### config.mk
export PLATFORM = sky130hd
export DESIGN_NAME = hsi_mse
export DESIGN_NICKNAME = d
export VERILOG_FILES = /design/src/rtl/hsi_mse_pkg.sv /design/src/rtl/hsi_mse_sq_diff.sv /design/src/rtl/hsi_mse.sv
export SDC_FILE = /design/constraint.sdc
export NUM_CORES = 1
export LEC_CHECK = 0
export ABC_CLOCK_PERIOD_IN_PS = 9500
export CORE_ASPECT_RATIO = 0.75
export CORE_MARGIN = 2
export CORE_UTILIZATION = 50
export CTS_CLUSTER_DIAMETER = 100
export DETAILED_ROUTE_END_ITERATION = 8
export PLACE_DENSITY = 0.65
export SLEW_MARGIN = 10
export SYNTH_ARGS = -nofsm -noshare
export SYNTH_HDL_FRONTEND = slang
export SYNTH_HIERARCHICAL = 1
export SYNTH_SLANG_ARGS = --single-unit
### constraint.sdc
create_clock -name clk -period 9.5 [get_ports clk]
set_input_delay 1.9 -clock clk [delete_from_list [all_inputs] [get_ports clk]]
set_output_delay 1.9 -clock clk [all_outputs]
set_load 0.01 [all_outputs]
### src/rtl/hsi_mse_pkg.sv
// Shared constants for the hyperspectral MSE engine.
package hsi_mse_pkg;
    localparam int HM_WORD_WIDTH     = 32;
    localparam int HM_DATA_WIDTH     = 16;
    localparam int HM_DATA_WIDTH_MUL = 32;
    localparam int HM_DATA_WIDTH_ACC = 48;
    localparam int HM_HSI_BANDS      = 128;

    localparam int HM_DATA_PER_WORD  = HM_WORD_WIDTH / HM_DATA_WIDTH;
    localparam int HM_ELEMENTS       = HM_HSI_BANDS / HM_DATA_PER_WORD;
    localparam int HM_SHIFT          = $clog2(HM_HSI_BANDS);
endpackage

### src/rtl/hsi_mse_sq_diff.sv
// One lane: squared absolute difference of two unsigned samples.
module hsi_mse_sq_diff #(
    parameter int DATA_WIDTH     = 16,
    parameter int DATA_WIDTH_MUL = 32
) (
    input  logic [DATA_WIDTH-1:0]     i_a,
    input  logic [DATA_WIDTH-1:0]     i_b,
    output logic [DATA_WIDTH_MUL-1:0] o_sq
);
    logic [DATA_WIDTH-1:0]   w_d;
    logic [2*DATA_WIDTH-1:0] w_p;

    assign w_d  = (i_a >= i_b) ? (i_a - i_b) : (i_b - i_a);
    assign w_p  = {{DATA_WIDTH{1'b0}}, w_d} * {{DATA_WIDTH{1'b0}}, w_d};
    assign o_sq = DATA_WIDTH_MUL'(w_p);
endmodule

### src/rtl/hsi_mse.sv
// Streaming MSE of two packed hyperspectral vectors; result floor(sum/HSI_BANDS)
// pulses one cycle after the last word leaves the accumulate stage.
module hsi_mse
    import hsi_mse_pkg::*;
#(
    parameter int WORD_WIDTH     = HM_WORD_WIDTH,
    parameter int DATA_WIDTH     = HM_DATA_WIDTH,
    parameter int DATA_WIDTH_MUL = HM_DATA_WIDTH_MUL,
    parameter int DATA_WIDTH_ACC = HM_DATA_WIDTH_ACC,
    parameter int HSI_BANDS      = HM_HSI_BANDS
) (
    input  logic                  clk,
    input  logic                  rst_n,
    input  logic                  start_vctr,
    input  logic [WORD_WIDTH-1:0] element_a,
    input  logic [WORD_WIDTH-1:0] element_b,
    input  logic                  element_valid,
    output logic [WORD_WIDTH-1:0] mse,
    output logic                  mse_valid
);
    localparam int DPW      = WORD_WIDTH / DATA_WIDTH;
    localparam int ELEMENTS = HSI_BANDS / DPW;
    localparam int SHIFT    = $clog2(HSI_BANDS);
    localparam int CW       = $clog2(ELEMENTS + 1);

    localparam logic [0:0] IDLE  = 1'b0;
    localparam logic [0:0] ACCUM = 1'b1;

    logic [DPW-1:0][DATA_WIDTH_MUL-1:0] w_sq;
    logic [DATA_WIDTH_ACC-1:0]          w_word_sum;

    for (genvar k = 0; k < DPW; k++) begin : g_lane
        hsi_mse_sq_diff #(
            .DATA_WIDTH    (DATA_WIDTH),
            .DATA_WIDTH_MUL(DATA_WIDTH_MUL)
        ) u_sq (
            .i_a (element_a[k*DATA_WIDTH +: DATA_WIDTH]),
            .i_b (element_b[k*DATA_WIDTH +: DATA_WIDTH]),
            .o_sq(w_sq[k])
        );
    end

    always_comb begin
        w_word_sum = '0;
        for (int k = 0; k < DPW; k++)
            w_word_sum = w_word_sum + DATA_WIDTH_ACC'(w_sq[k]);
    end

    // Word acceptance / framing
    logic [0:0]    r_state;
    logic [CW-1:0] r_cnt;
    logic          w_first;
    logic          w_accept;
    logic [CW-1:0] w_cnt_next;
    logic          w_last;

    assign w_first    = element_valid && start_vctr;
    assign w_accept   = element_valid && (start_vctr || (r_state == ACCUM));
    assign w_cnt_next = start_vctr ? CW'(1) : (r_cnt + CW'(1));
    assign w_last     = w_accept && (w_cnt_next == CW'(ELEMENTS));

    always_ff @(posedge clk or negedge rst_n) begin
        if (!rst_n) begin
            r_state <= IDLE;
            r_cnt   <= '0;
        end else if (w_accept) begin
            r_cnt   <= w_cnt_next;
            r_state <= w_last ? IDLE : ACCUM;
        end
    end

    // Stage 1: registered word sum and framing flags
    logic                      r_s1_vld;
    logic                      r_s1_first;
    logic                      r_s1_last;
    logic [DATA_WIDTH_ACC-1:0] r_s1_sum;

    always_ff @(posedge clk or negedge rst_n) begin
        if (!rst_n) begin
            r_s1_vld   <= 1'b0;
            r_s1_first <= 1'b0;
            r_s1_last  <= 1'b0;
            r_s1_sum   <= '0;
        end else begin
            r_s1_vld   <= w_accept;
            r_s1_first <= w_first;
            r_s1_last  <= w_last;
            if (w_accept)
                r_s1_sum <= w_word_sum;
        end
    end

    // Stage 2: accumulate; a first word discards any partial sum from a restart
    logic [DATA_WIDTH_ACC-1:0] r_acc;
    logic [DATA_WIDTH_ACC-1:0] w_total;
    logic [WORD_WIDTH-1:0]     r_mse;
    logic                      r_mse_vld;

    assign w_total = (r_s1_first ? '0 : r_acc) + r_s1_sum;

    always_ff @(posedge clk or negedge rst_n) begin
        if (!rst_n) begin
            r_acc     <= '0;
            r_mse     <= '0;
            r_mse_vld <= 1'b0;
        end else begin
            r_mse_vld <= r_s1_vld && r_s1_last;
            if (r_s1_vld)
                r_acc <= w_total;
            if (r_s1_vld && r_s1_last)
                r_mse <= WORD_WIDTH'(w_total >> SHIFT);
        end
    end

    assign mse       = r_mse;
    assign mse_valid = r_mse_vld;
endmodule

After elaboration in Yosys (flattened, before gate mapping)
Index checks and enable logic that the tools add are counted.

word-level totals
  output and inout port bits = 33
  word-level logic and storage cells = 31
  input port bits = 68
  bits in registers = 140

cells by class
  muxes and demuxes = 5
  $lt $le $gt $ge = 2
  equality and inequality tests = 1
  add/sub/neg operators = 7
  reductions and logical operators = 5
  multipliers = 2

operators by type and width
  operator                                                       number
  16-bit by 16-bit multiplier with 32-bit output                 2
  16-bit subtractor                                              4
  48-bit adder                                                   1
  48-bit 2-to-1 mux                                              1
  32-bit by 32-bit adder with 33-bit output                      1
  16-bit >= comparator                                           2
  16-bit 2-to-1 mux                                              2
  7-bit by 1-bit adder with 7-bit output, second input constant  1
  7-bit equality test, second input constant                     1
  7-bit 2-to-1 mux                                               1
  1-bit logical AND                                              4
  1-bit logical OR                                               1
  1-bit 2-to-1 mux                                               1

Depth between registers and ports, before layout
  depth in word-level cells = 5
  depth in mapped cells = 49
  depth with buffers taken out = 47

By module
The synthesis kept the hierarchy.

modules (own cells, without submodules)
  module                             cells an instance  times used  sequential area each (um^2)  area each (um^2)
  hsi_mse_sq_diff at g_lane[0].u_sq  1060               1           0.0                          8924.8
  hsi_mse_sq_diff at g_lane[1].u_sq  1045               1           0.0                          8752.1
  hsi_mse                            913                1           2902.8                       8271.7

Least setup slack after synthesis
Ideal clock, no wire load.

  kind = in2reg
  start = input element_a[16]
  end = register r_s1_sum[31]
  path buffers = 1
  arrival = 11308 ps
  data required time = 9380 ps
  stages = 46
  path slack = -1928 ps
  cells stage by stage = inv_1 -> ha_1 -> inv_1 -> fa_1 -> a21oi_1 -> o2111ai_1 -> a21oi_2 -> o21ai_2 -> o21a_1 -> mux2_2 -> xor2_1 -> inv_1 -> buf_2 -> nand2_1 -> inv_1 -> fa_1 -> inv_1 -> fa_1 -> [... 10 more ...] -> and3_1 -> a221oi_1 -> o21ai_0 -> o31a_1 -> o21a_1 -> o21ai_0 -> a21boi_0 -> a311o_1 -> ha_1 -> o21ai_0 -> nor2_1 -> o21a_1 -> o21ai_0 -> nand2b_1 -> o21ai_1 -> a31oi_1 -> or3_1 -> a31o_2

RTL lines
  element               RTL line       RTL
  from (decl)           hsi_mse.sv:15  input logic [WORD_WIDTH-1:0] element_a,
  to (signal assigned)  hsi_mse.sv:89  r_s1_sum <= w_word_sum;
  to (decl)             hsi_mse.sv:76  logic [DATA_WIDTH_ACC-1:0] r_s1_sum;

==> impl_metrics.env <==
export IMPL_synth_seq_cells=116
export IMPL_start_util_pct=50.4
export IMPL_worstMarginPinSlew_ns=1.09
export IMPL_rsz0062_at_grt="yes"
export IMPL_fmax_ghz=0.0916
export IMPL_synth_ff_type="dfrtp_1"
export IMPL_synth_most_common_cell="inv_1"
export IMPL_synth_seq_area_share_pct=11.2
export IMPL_n_antenna_cell=0
export IMPL_slew_headroom_pct=27.1
export IMPL_report_final_slew_viol_count=0
export IMPL_fin_ws_ns=-1.42
export IMPL_drtPass1Iterations=5
export IMPL_syn_inst=3018
export IMPL_drt_wl_total_um=72900
export IMPL_grt_pass1_vias=24137
export IMPL_period_share_pct=115
export IMPL_grt_usage_pct=26.9
export IMPL_arrival_ns=11.23
export IMPL_required_ns=9.80
export IMPL_finalHoldViolations=0
export IMPL_core_um2=51400
export IMPL_cts_buffer_depth=2
export IMPL_cts_sinks=116
export IMPL_ctsHoldBuffers=0
export IMPL_final_antenna_net_count=0
export IMPL_fin_worst_skew_ns=0.0148
export IMPL_synth_area_leader_cell="fa_1"
export IMPL_ff_latch_area_um2=2900
export IMPL_worstSetupStartpointType="input port"
export IMPL_die_area_um2=53800
export IMPL_synth_edf_count=0
export IMPL_final_core_util_pct=69.6
export IMPL_syn_area_um2=25900
export IMPL_slowest_stage="fa_1"
export IMPL_clk_root_buffer_cell="clkbuf_16"
export IMPL_cp_max_fo=8
export IMPL_syn_to_final_growth_pct=37.9
export IMPL_layout_drive_gt1_share_pct=32.5
export IMPL_drc=0
export IMPL_yosys_cell_types_count=90
export IMPL_r2r_slack_ns=5.24
export IMPL_htreeDepth=4
export IMPL_avgViaCountPerCell=5.29
export IMPL_vias=23614
export IMPL_synthArstFlopShare_pct=100
export IMPL_num_rows=72
export IMPL_max_cap_viol_count=0
export IMPL_clk_pin_slew_ns=0.05
export IMPL_drtIter0Drc=1607
export IMPL_finalSetupViolations=22
export IMPL_syn_avg_cell_area_um2=8.60
export IMPL_syn_num_nets=3742
export IMPL_critPathCaptureType="flip-flop"
export IMPL_yosysTopAreaCellShare_pct=25.6
export IMPL_cts_tree="done"
export IMPL_grt_ovfl_total=0
export IMPL_min_period_ns=10.92
export IMPL_io_pins=101
export IMPL_yosys_warnings=6
export IMPL_multi_input_comb_area_um2=22500
export IMPL_setup_tns_final_ns=-20.92
export IMPL_dp_hpwl_um=60000
export IMPL_cp_slowest_stage_delay_ns=0.54
export IMPL_io_buffers=100
export IMPL_crit_path_frequent_cell="fa_1"
export IMPL_status="finished, violations left"
export IMPL_grt_start_max_net_pins=69
export IMPL_synth_commonest_cells="573 x inv_1, 332 x fa_1, 324 x ha_1, 255 x nand2_1, 210 x nor2_1"
export IMPL_hold_path_class="reg -> reg"
export IMPL_clock_latency_ns=0.42
export IMPL_gp_congestion=0.967
export IMPL_nets=4473
export IMPL_cts_buffers_inserted=17
export IMPL_grt_pass1_wl_um=119000
export IMPL_pre_cts_ws_ns=-2.56
export IMPL_violations="negative setup slack"
export IMPL_num_fill_cells=3938
export IMPL_path_class="in -> reg"
export IMPL_synth_area_top_cells="fa_1 26%, ha_1 16%, dfrtp_1 11%, inv_1 8.3%, nand2_1 3.7%"
export IMPL_grt_antenna_before_repair=0
export IMPL_routedWlPerCell_um=16.3
export IMPL_die_h_um=201
export IMPL_die_width_um=267
-- cells by family (layout without fill, tap and decap cells) --
group	Yosys count	after routing	synth area share, %
XOR/XNOR	159	159	5.98
buffers and inverters	686	1427	10.3
flip-flops	116	116	11.2
multiplexers	82	82	3.52
adder cells (fa/ha/maj)	656	656	41.2
AND/OR/NAND/NOR	711	711	12.5
other	2	2	0.0289
AO/OA/AOI/OAI	606	606	15.2
-- worst max-delay path: cells and delay by family --
kind | cells | cell delay (ns)
muxes | 1 | 0.21
xor gates and xnor gates | 2 | 0.44
and+or+nand+nor | 5 | 0.74
buffers and inverters | 10 | 0.89
AOI/OAI and AO/OA | 17 | 3.34
adders and majority gates | 10 | 3.68
-- through the flow --
step / hold slack (ns) / cell area (um2) / cells
after floorplan: 0.452 / 26600 / 3018
after global placement: 0.463 / 32600 / 4332
after detailed placement: 0.476 / 32600 / 4332
after CTS: 0.488 / 34200 / 4405
after global routing: 0.507 / 35800 / 4462
final: 0.479 / 35800 / 4462
-- flip-flops by register name, summed over array words and instances, names as in the netlist --
name / count
mse_valid: 1
r_cnt: 7
r_s1_last: 1
r_s1_first: 1
r_s1_vld: 1
r_acc: 39
mse: 32
r_state: 1
r_s1_sum: 33
-- routing by layer --
layer	vias up	global-route usage [%]	share of wire (%)
met2	700	42.4	45
met4	0	4.61	1.4
met1	11557	39.0	46
li1	11296	-	-
met3	61	5.29	7.1
met5	-	0	0
-- worst paths after layout --
path	from	to	depth (start not counted)
setup reg to reg	r_s1_first$_DFF_PN0_	mse[28]$_DFFE_PN0P_	13
setup / recovery	element_a[0]	r_s1_sum[31]$_DFFE_PN0P_	45
max in group asynchronous	rst_n	r_acc[28]$_DFFE_PN0P_	2
hold / removal	mse[30]$_DFFE_PN0P_	mse[30]$_DFFE_PN0P_	2
hold reg to reg	mse[30]$_DFFE_PN0P_	mse[30]$_DFFE_PN0P_	2
min in group asynchronous	rst_n	r_acc[37]$_DFFE_PN0P_	1
-- repair_timing --
item / 4_1_cts / 5_1_grt
pin swaps: 100 / 149
gates resized for setup: 201 / 258
setup endpoints to repair: 25 / 24
hold endpoints to repair: 0 / 0
buffers inserted: 44 / 62
gates cloned: 0 / 1
-- layout by cell type, fill, tap and decap left out, types with 19 or more instances in the layout --
cell             count
fa_1               322
nand3_1             33
nor2b_1             50
nor2_1             174
ha_4                45
nand4_1             26
o21ai_1             27
dfrtp_1            116
a21o_1              95
dlygate4sd2_1       22
xnor2_2             22
ha_1               261
o21bai_1            25
clkdlybuf4s50_1     59
nand2_2             22
buf_6               47
nor2_2              28
o21ai_0             92
nand2_1            224
mux2_2              56
xor2_1              46
nor3_1              21
a21oi_2             25
inv_1              522
buf_4              659
xnor2_1             71
inv_2               53
a21oi_1            129
a31oi_1             19
nand2b_1            19
-- final cells by class --
type / instances / share of cell area (%)
inverter: 584 / 6.23
sequential: 116 / 8.11
multi-input combinational: 2216 / 63.0
timing repair buffer: 814 / 18.6
clock inverter: 4 / 0.196
clock buffer: 25 / 1.44
tap: 703 / 2.46
Power is not shown: default switching activity piles up to over one toggle a cycle in this logic, so the estimate is an artifact.
